[config.mk]
export PLATFORM = sky130hd
export DESIGN_NAME = ram_r_w_fifo_ctl
export DESIGN_NICKNAME = d
export VERILOG_FILES = /design/src/rtl/ram_r_w_fifo_ctl.sv
export SDC_FILE = /design/constraint.sdc
export NUM_CORES = 1
export LEC_CHECK = 0
export BUFFER_PORTS_ARGS = -buffer_cell sky130_fd_sc_hd__buf_4
export CORE_MARGIN = 2
export CORE_UTILIZATION = 58
export CTS_BUF_LIST = sky130_fd_sc_hd__clkbuf_4 sky130_fd_sc_hd__clkbuf_8
export DETAILED_ROUTE_END_ITERATION = 6
export GPL_TIMING_DRIVEN = 0
export PLACE_DENSITY = 0.86
export SETUP_SLACK_MARGIN = 0.02
export SLEW_MARGIN = 20
export SYNTH_ARGS = -nofsm -noshare
export SYNTH_HDL_FRONTEND = slang
export SYNTH_SLANG_ARGS = --single-unit
export TNS_END_PERCENT = 20
[constraint.sdc]
create_clock -name clk -period 3.55 [get_ports clk]
set_clock_uncertainty 0.1 [all_clocks]
set_input_delay 0 -clock clk [delete_from_list [all_inputs] [get_ports clk]]
set_output_delay 0 -clock clk [all_outputs]
set_load 0.01 [all_outputs]
[src/rtl/ram_r_w_fifo_ctl.sv]
`default_nettype none
// ============================================================================
// Module   : ram_r_w_fifo_ctl
// Purpose  : Single-clock FIFO controller for an external RAM with separate
//            write and read addresses. The RAM read is asynchronous, so the
//            word at ram_rd_addr is the FIFO head.
// Ports    : clk, rst_n (async, active low), clr_n (sync clear, active low)
//            push_req_n / pop_req_n  - active-low requests
//            ram_cs_n / ram_wr_n     - RAM strobes, low on an accepted push
//            ram_wr_addr / ram_rd_addr - write / read pointers
//            empty, almost_empty, half_full, almost_full, full, error
//            word_count              - occupancy 0..depth
// Revision : 1.0 - initial release
// ============================================================================
module ram_r_w_fifo_ctl #(
  parameter int depth      = 8,
  parameter int addr_width = 3,
  parameter int ae_level   = 1,
  parameter int af_level   = 1,
  parameter int err_mode   = 0
) (
  input  logic                  clk,
  input  logic                  rst_n,
  input  logic                  clr_n,
  input  logic                  push_req_n,
  input  logic                  pop_req_n,
  output logic                  ram_cs_n,
  output logic                  ram_wr_n,
  output logic [addr_width-1:0] ram_wr_addr,
  output logic [addr_width-1:0] ram_rd_addr,
  output logic                  empty,
  output logic                  almost_empty,
  output logic                  half_full,
  output logic                  almost_full,
  output logic                  full,
  output logic                  error,
  output logic [addr_width:0]   word_count
);

  localparam logic [addr_width:0]   c_depth  = (addr_width+1)'(depth);
  localparam logic [addr_width:0]   c_half   = (addr_width+1)'(depth / 2);
  localparam logic [addr_width:0]   c_ae     = (addr_width+1)'(ae_level);
  localparam logic [addr_width:0]   c_af     = (addr_width+1)'(depth - af_level);
  localparam logic [addr_width-1:0] c_last   = addr_width'(depth - 1);

  logic [addr_width-1:0] r_wr_ptr, r_rd_ptr;
  logic [addr_width:0]   r_count;
  logic                  r_empty, r_almost_empty, r_half_full, r_almost_full, r_full;
  logic                  r_error;

  logic                  w_push_ok, w_pop_ok, w_err_evt, w_error_nxt;
  logic [addr_width:0]   w_count_nxt;
  logic [addr_width-1:0] w_wr_ptr_nxt, w_rd_ptr_nxt;

  // A push while full is still accepted when a pop frees the slot in the
  // same cycle. rst_n and clr_n gate the strobe so the RAM is never written
  // while the controller is being reset or cleared.
  assign w_push_ok = rst_n & clr_n & ~push_req_n & (~r_full | ~pop_req_n);
  assign w_pop_ok  = ~pop_req_n & ~r_empty;
  assign w_err_evt = (~push_req_n & r_full & pop_req_n) | (~pop_req_n & r_empty);

  assign ram_wr_n    = ~w_push_ok;
  assign ram_cs_n    = ~w_push_ok;
  assign ram_wr_addr = r_wr_ptr;
  assign ram_rd_addr = r_rd_ptr;

  assign w_wr_ptr_nxt = (r_wr_ptr == c_last) ? '0 : r_wr_ptr + 1'b1;
  assign w_rd_ptr_nxt = (r_rd_ptr == c_last) ? '0 : r_rd_ptr + 1'b1;

  always_comb begin
    w_count_nxt = r_count;
    case ({w_push_ok, w_pop_ok})
      2'b10:   w_count_nxt = r_count + 1'b1;
      2'b01:   w_count_nxt = r_count - 1'b1;
      default: w_count_nxt = r_count;
    endcase
  end

  generate
    if (err_mode == 0) begin : g_err_sticky
      assign w_error_nxt = r_error | w_err_evt;
    end else begin : g_err_pulse
      assign w_error_nxt = w_err_evt;
    end
  endgenerate

  // Flags are computed from the next count so they line up with word_count.
  always_ff @(posedge clk or negedge rst_n) begin
    if (!rst_n) begin
      r_wr_ptr       <= '0;
      r_rd_ptr       <= '0;
      r_count        <= '0;
      r_empty        <= 1'b1;
      r_almost_empty <= 1'b1;
      r_half_full    <= 1'b0;
      r_almost_full  <= 1'b0;
      r_full         <= 1'b0;
      r_error        <= 1'b0;
    end else if (!clr_n) begin
      r_wr_ptr       <= '0;
      r_rd_ptr       <= '0;
      r_count        <= '0;
      r_empty        <= 1'b1;
      r_almost_empty <= 1'b1;
      r_half_full    <= 1'b0;
      r_almost_full  <= 1'b0;
      r_full         <= 1'b0;
      r_error        <= 1'b0;
    end else begin
      if (w_push_ok) r_wr_ptr <= w_wr_ptr_nxt;
      if (w_pop_ok)  r_rd_ptr <= w_rd_ptr_nxt;
      r_count        <= w_count_nxt;
      r_empty        <= (w_count_nxt == '0);
      r_almost_empty <= (w_count_nxt <= c_ae);
      r_half_full    <= (w_count_nxt >= c_half);
      r_almost_full  <= (w_count_nxt >= c_af);
      r_full         <= (w_count_nxt == c_depth);
      r_error        <= w_error_nxt;
    end
  end

  assign empty        = r_empty;
  assign almost_empty = r_almost_empty;
  assign half_full    = r_half_full;
  assign almost_full  = r_almost_full;
  assign full         = r_full;
  assign error        = r_error;
  assign word_count   = r_count;

endmodule
`default_nettype wire

; Yosys cells after proc, flatten, opt, wreduce, memory -nomap -nowiden
; Index checks and enable logic that the tools add are counted.
[word_totals]
ff_bits = 16
in_bits = 5
output_inout_bits = 18
word_cells = 53
[classes]
n_addsub = 4
order_cmp = 3
eq_ne = 7
muxes = 14
bitwise = 15
n_reduce_logical = 1
[op_table]
columns = op, count
row1 = 3-bit 2-to-1 mux, 6
row2 = "4-bit by 3-bit greater-or-equal comparator with 1-bit output, second input constant", 2
row3 = 4-bit case mux with 2 select lines, 1
row4 = 1-bit bitwise AND, 7
row5 = "3-bit by 1-bit adder with 3-bit output, second input constant", 2
row6 = "3-bit == test, second input constant", 2
row7 = 1-bit 2-to-1 mux, 6
row8 = 1-bit inverter, 5
row9 = "4-bit by 1-bit adder with 4-bit output, second input constant", 1
row10 = "4-bit == test, second input constant", 1
row11 = "4-bit by 1-bit <= comparator with 1-bit output, second input constant", 1
row12 = 4-bit logical NOT, 1
row13 = 4-bit 2-to-1 mux, 1
row14 = "2-bit by 1-bit != test with 1-bit output, second input constant", 2
row15 = "4-bit by 1-bit subtractor with 4-bit output, second input constant", 1
row16 = 1-bit bitwise OR, 3
row17 = "2-bit by 1-bit == test with 1-bit output, second input constant", 1
row18 = "2-bit == test, second input constant", 1

; Depth between registers and ports, before layout
[logic_depth]
ltp_word = 7
mapped_depth = 9
mapped_depth_nobuf = 9

; Least setup slack after synthesis
; Ideal clock, no wire load.
[synth_path]
path_type = register to register
from = register r_full (netlist: full)
to = register r_full (netlist: full)
setup_time_ns = 0.101
arrival_time_ns = 2.393
required_time_ns = 3.349
slack_ns = 0.956
stages_incl_launch_ff = 10
path_buffers = 0
period_less_slack_ns = 2.594
path_cell_list = dfrtp_1 nand2_1 nand4b_1 ha_1 xor2_1 ha_1 a21oi_1 mux2_2 xor2_1 nor4_1
[synth_via]
elab_chain_len = 7
elab_cells_between_ends = 8
cone_classes = 3 x eq/ne / 2 x mux / 3 x bitwise
[synth_lines]
columns = element, line
row1 = from (decl), 48  ; logic r_empty, r_almost_empty, r_half_full, r_almost_full, r_full;
row2 = from (signal assigned), 117  ; r_full <= (w_count_nxt == c_depth);
row3 = 1-bit inverter (*), 58  ; assign w_push_ok = rst_n & clr_n & ~push_req_n & (~r_full | ~pop_req_n);
row4 = 1-bit bitwise OR (*), 58
row5 = 1-bit bitwise AND (*), 58
row6 = 2-bit by 1-bit == test with 1-bit output / 2-bit == test (equally long branches), 72  ; case ({w_push_ok, w_pop_ok})
row7 = 4-bit case mux with 2 select lines (*), 72
row8 = 4-bit == test (*), 117
row9 = 1-bit 2-to-1 mux (*), 99  ; end else if (!clr_n) begin
; Every way passes the cells marked *; elsewhere a longest branch is shown, timed or not.
; A chain may end at the register's enable or synchronous reset.

; Final worst setup path
[layout_path]
from = input clr_n
to = register r_full (netlist: full)
[layout_via]
elab_chain_len = 7
elab_cells_between_ends = 8
cone_classes = 3 x eq/ne / 2 x mux / 3 x bitwise
[layout_lines]
columns = element, line
row1 = from (decl), 24  ; input logic clr_n,
row2 = 1-bit bitwise AND (3 in a row), 58
row3 = 2-bit by 1-bit == test with 1-bit output / 2-bit == test (equally long branches), 72
row4 = 4-bit case mux with 2 select lines, 72
row5 = 4-bit == test, 117
row6 = 1-bit 2-to-1 mux (*), 99
; Marked as above.

==> run summary <==
The worst setup path is launched from an input port. During synthesis, Yosys emitted a total of 0 warnings. The vertical die dimension is 43.6 um.

The launching instance or port of the critical path is clr_n. The mean routed wirelength per cell came out at 15.9 um. The count of H-tree levels built during CTS is 1. The floorplan step set the die width to 43.6 um. Counting every net in the synthesized netlist gives 103.

The tightest min-delay check is of the input port to async pin type. Buffers placed on the I/O ports in this run total 21. The clock latency on the worst-skew pair is 290 ps.

At the pin with the least slew margin, the transition time is 455 ps. The worst setup path is captured at a register. In this run the critical register-to-register path is launched from full$_DFF_PN0_. The total power per unit cell area came out at 420 nW/um2.

The final count of hold timing violations was 0. The run finished with clean final reports. The initial utilization of the core area, before any placement, comes to 61.2%. The post-route netlist has 27.6% of its cells at a drive strength greater than 1. The final HPWL from detailed placement came out at 1.44 mm. The top fanout value on the critical path came out at 10. The average vias per placed instance came out at 5.80. The data arrival time of the critical path came out at 3060 ps.

The sum of negative setup slack came out at 0 ps. After detailed placement, the total cell area comes to 1090 um2. The worst relative slew slack came out at 69.5%.

For this run, the share of the core covered by cells in the final layout is 80.3%. Setup violations remaining at the end of the flow were counted as 0. In this run, CTS created clock tree buffers numbering 3. The number of antenna violations at the first check in global routing was 0. The number of design-rule violations left by the first detailed-router iteration came out at 16. For this design, the sink count on the clock tree is 16. TritonCTS built the clock tree. The maximum vdd drop is 0.336 mV.

By startpoint and endpoint, the worst setup path is classified as input port to register. The cell area after layout is 1190 um2. The sequential-to-total area share from yosys stat came out at 44.2%. Subtracting the final worst setup slack from the clock period gives 2990 ps. The clock transition at the register clock pins on the worst setup and hold paths after CTS came out at 100 ps.

The total leakage power came out at 0.592 nW. For this run, design rule violations remaining after detail routing come to 0. The I/O pin total is 23. The routed layout has 806 vias. The final net count came out at 136.

The completed layout was analyzed and its total power is 0.502 mW. The repair_antennas step left the layout with diodes totalling 0. The area growth from synthesis to layout is 31.2%. Entering global routing, the biggest net connects 18 pins. The setup slack after layout came out at 555 ps.

The post-synthesis cell type count is 36. Counting flops and latches in the post-synthesis netlist gives 16. The max-slew violation total from the final report is 0. Routability-driven placement finished with a final weighted congestion of 0.832. The area of the core came out at 1490 um2.

Static timing analysis puts the maximum clock frequency at 334 MHz. The required time at the endpoint of the critical path came out at 3610 ps. Max-cap violations in this run came to 0.

The post-route clock period utilization came out at 84.4%. Wires add up to 2.22 mm. The post-synthesis instance total is 91.

The number of standard-cell rows in the floorplan came out at 14. In this run the deepest clock path goes through 2 buffers. Once detail routing completed, the nets flagged for antenna violations numbered 0. The post-synthesis cell area came out at 911 um2. Summed over all layers, the global routing overflow is 0.

The full die area is 1900 um2. The clock root buffer master is clkbuf_4. The via count of the first global-routing pass is 755.

The first-pass iteration count of the detailed router is 4. The first global-routing pass estimated 3.53 mm of wire. After synthesis, the mean cell area works out to 10.0 um2. Prior to clock tree synthesis, the placed netlist has a worst setup slack of 728 ps.

Global routing used 25.7% of the available tracks across all layers. Setup repair after global routing left no endpoint under its margin. After clock tree synthesis, the setup repair step added 0 buffers.
## cell families after synthesis
family	Yosys count	synth area share, %
buffers and inverters	8	4.81
adders and majority gates	7	9.61
xor gates and xnor gates	4	3.85
DFF	16	44.2
and+or+nand+nor	31	18.4
muxes	2	2.34
AOI/OAI and AO/OA	23	16.8
## timing repair
| action | CTS | global route |
|---|---|---|
| hold buffers | 4 | 3 |
| endpoints found under the hold margin | 22 | 1 |
| setup endpoints to repair | 0 | 0 |
| gates resized for setup | 0 | 0 |
## flip-flops by register name (all words and copies together) (netlist names)
signal	count
almost_empty	1
almost_full	1
empty	1
error	1
full	1
half_full	1
ram_rd_addr	3
ram_wr_addr	3
word_count	4
## power breakdown
part	internal, mW	leakage (nW)	switching, mW
Combinational	0.0761	0.358	0.0833
Clock	0.0624	0.0210	0.0589
Sequential	0.204	0.213	0.0174
## final cells by class
| type | instances | area [um2] |
|---|---|---|
| Tap cell | 16 | 20.0 |
| Inverter | 2 | 7.51 |
| Multi-Input combinational cell | 67 | 464 |
| Buffer | 6 | 36.3 |
| Sequential cell | 16 | 403 |
| Timing Repair Buffer | 28 | 228 |
| Clock buffer | 4 | 36.3 |
| Fill cell | 95 | 294 |
## per-stage QoR
stage | hold slack [ps] | instances
after global placement | -233 | 128
after detailed placement | -228 | 128
after floorplan | -396 | 91
after CTS | 7.89 | 136
after global routing | 127 | 139
final | 140 | 139
## path summary, 6_finish.rpt
path,end,slack (ps),depth (start not counted)
max reg2reg,full$_DFF_PN0_,670,9
min in group clk,ram_wr_addr[2]$_DFFE_PN0P_,170,3
min,almost_empty$_DFF_PN1_,140,2
max,full$_DFF_PN0_,560,10
max in group asynchronous,ram_wr_addr[1]$_DFFE_PN0P_,2350,3
min reg2reg,error$_DFF_PN0_,450,2
## worst max-delay path, stage by stage
cell and delay, ps:
dlygate4sd3_1 520, clkbuf_1 280, nand4b_1 440, ha_1 440, xor2_1 170, ha_1 200, a21oi_1 120, mux2_2 380
xor2_1 170, nor4_1 350
## synth_stat cells (all sizes together)
cell type | instances | area [um2]
a211o | 1 | 8.76
a211oi | 1 | 12.5
a21oi | 7 | 35.0
a31o | 1 | 8.76
and3 | 1 | 6.26
and3b | 1 | 8.76
buf | 4 | 28.8
clkbuf | 2 | 7.51
dfrtp | 14 | 350
dfstp | 2 | 52.6
ha | 7 | 87.6
inv | 2 | 7.51
mux2 | 1 | 11.3
mux2i | 1 | 10.0
nand2 | 3 | 11.3
nand2b | 3 | 18.8
nand3 | 3 | 15.0
nand3b | 1 | 7.51
nand4b | 1 | 8.76
nor2 | 11 | 41.3
nor2b | 1 | 6.26
nor3b | 3 | 22.5
nor4 | 2 | 12.5
nor4b | 1 | 8.76
o211ai | 1 | 7.51
o21a | 2 | 15.0
o21ai | 6 | 30.0
o22ai | 1 | 6.26
o31a | 1 | 8.76
o31ai | 2 | 20.0
xnor2 | 1 | 8.76
xor2 | 3 | 26.3
## routing by layer
| layer | vias to the layer above | wire length, um | track usage, % |
|---|---|---|---|
| met4 | 0 | 0 | 6.06 |
| met2 | 28 | 1210 | 45.0 |
| met1 | 390 | 880 | 32.2 |
| met5 | - | 0 | 0 |
| li1 | 388 | - | - |
| met3 | 0 | 128 | 5.42 |
## layout by cell type, fill, tap and decap left out, types with 3 or more instances in the layout
cell type and n:
clkbuf_4 3, nand3_1 3, nor2_1 11, ha_1 7
nand2_1 3, nor3b_1 3, buf_4 22, a21oi_1 7
dlygate4sd3_1 7, o21ai_0 4, xor2_1 3, dfrtp_1 14
nand2b_1 3
Note: power is estimated with default switching activity, not from simulation.
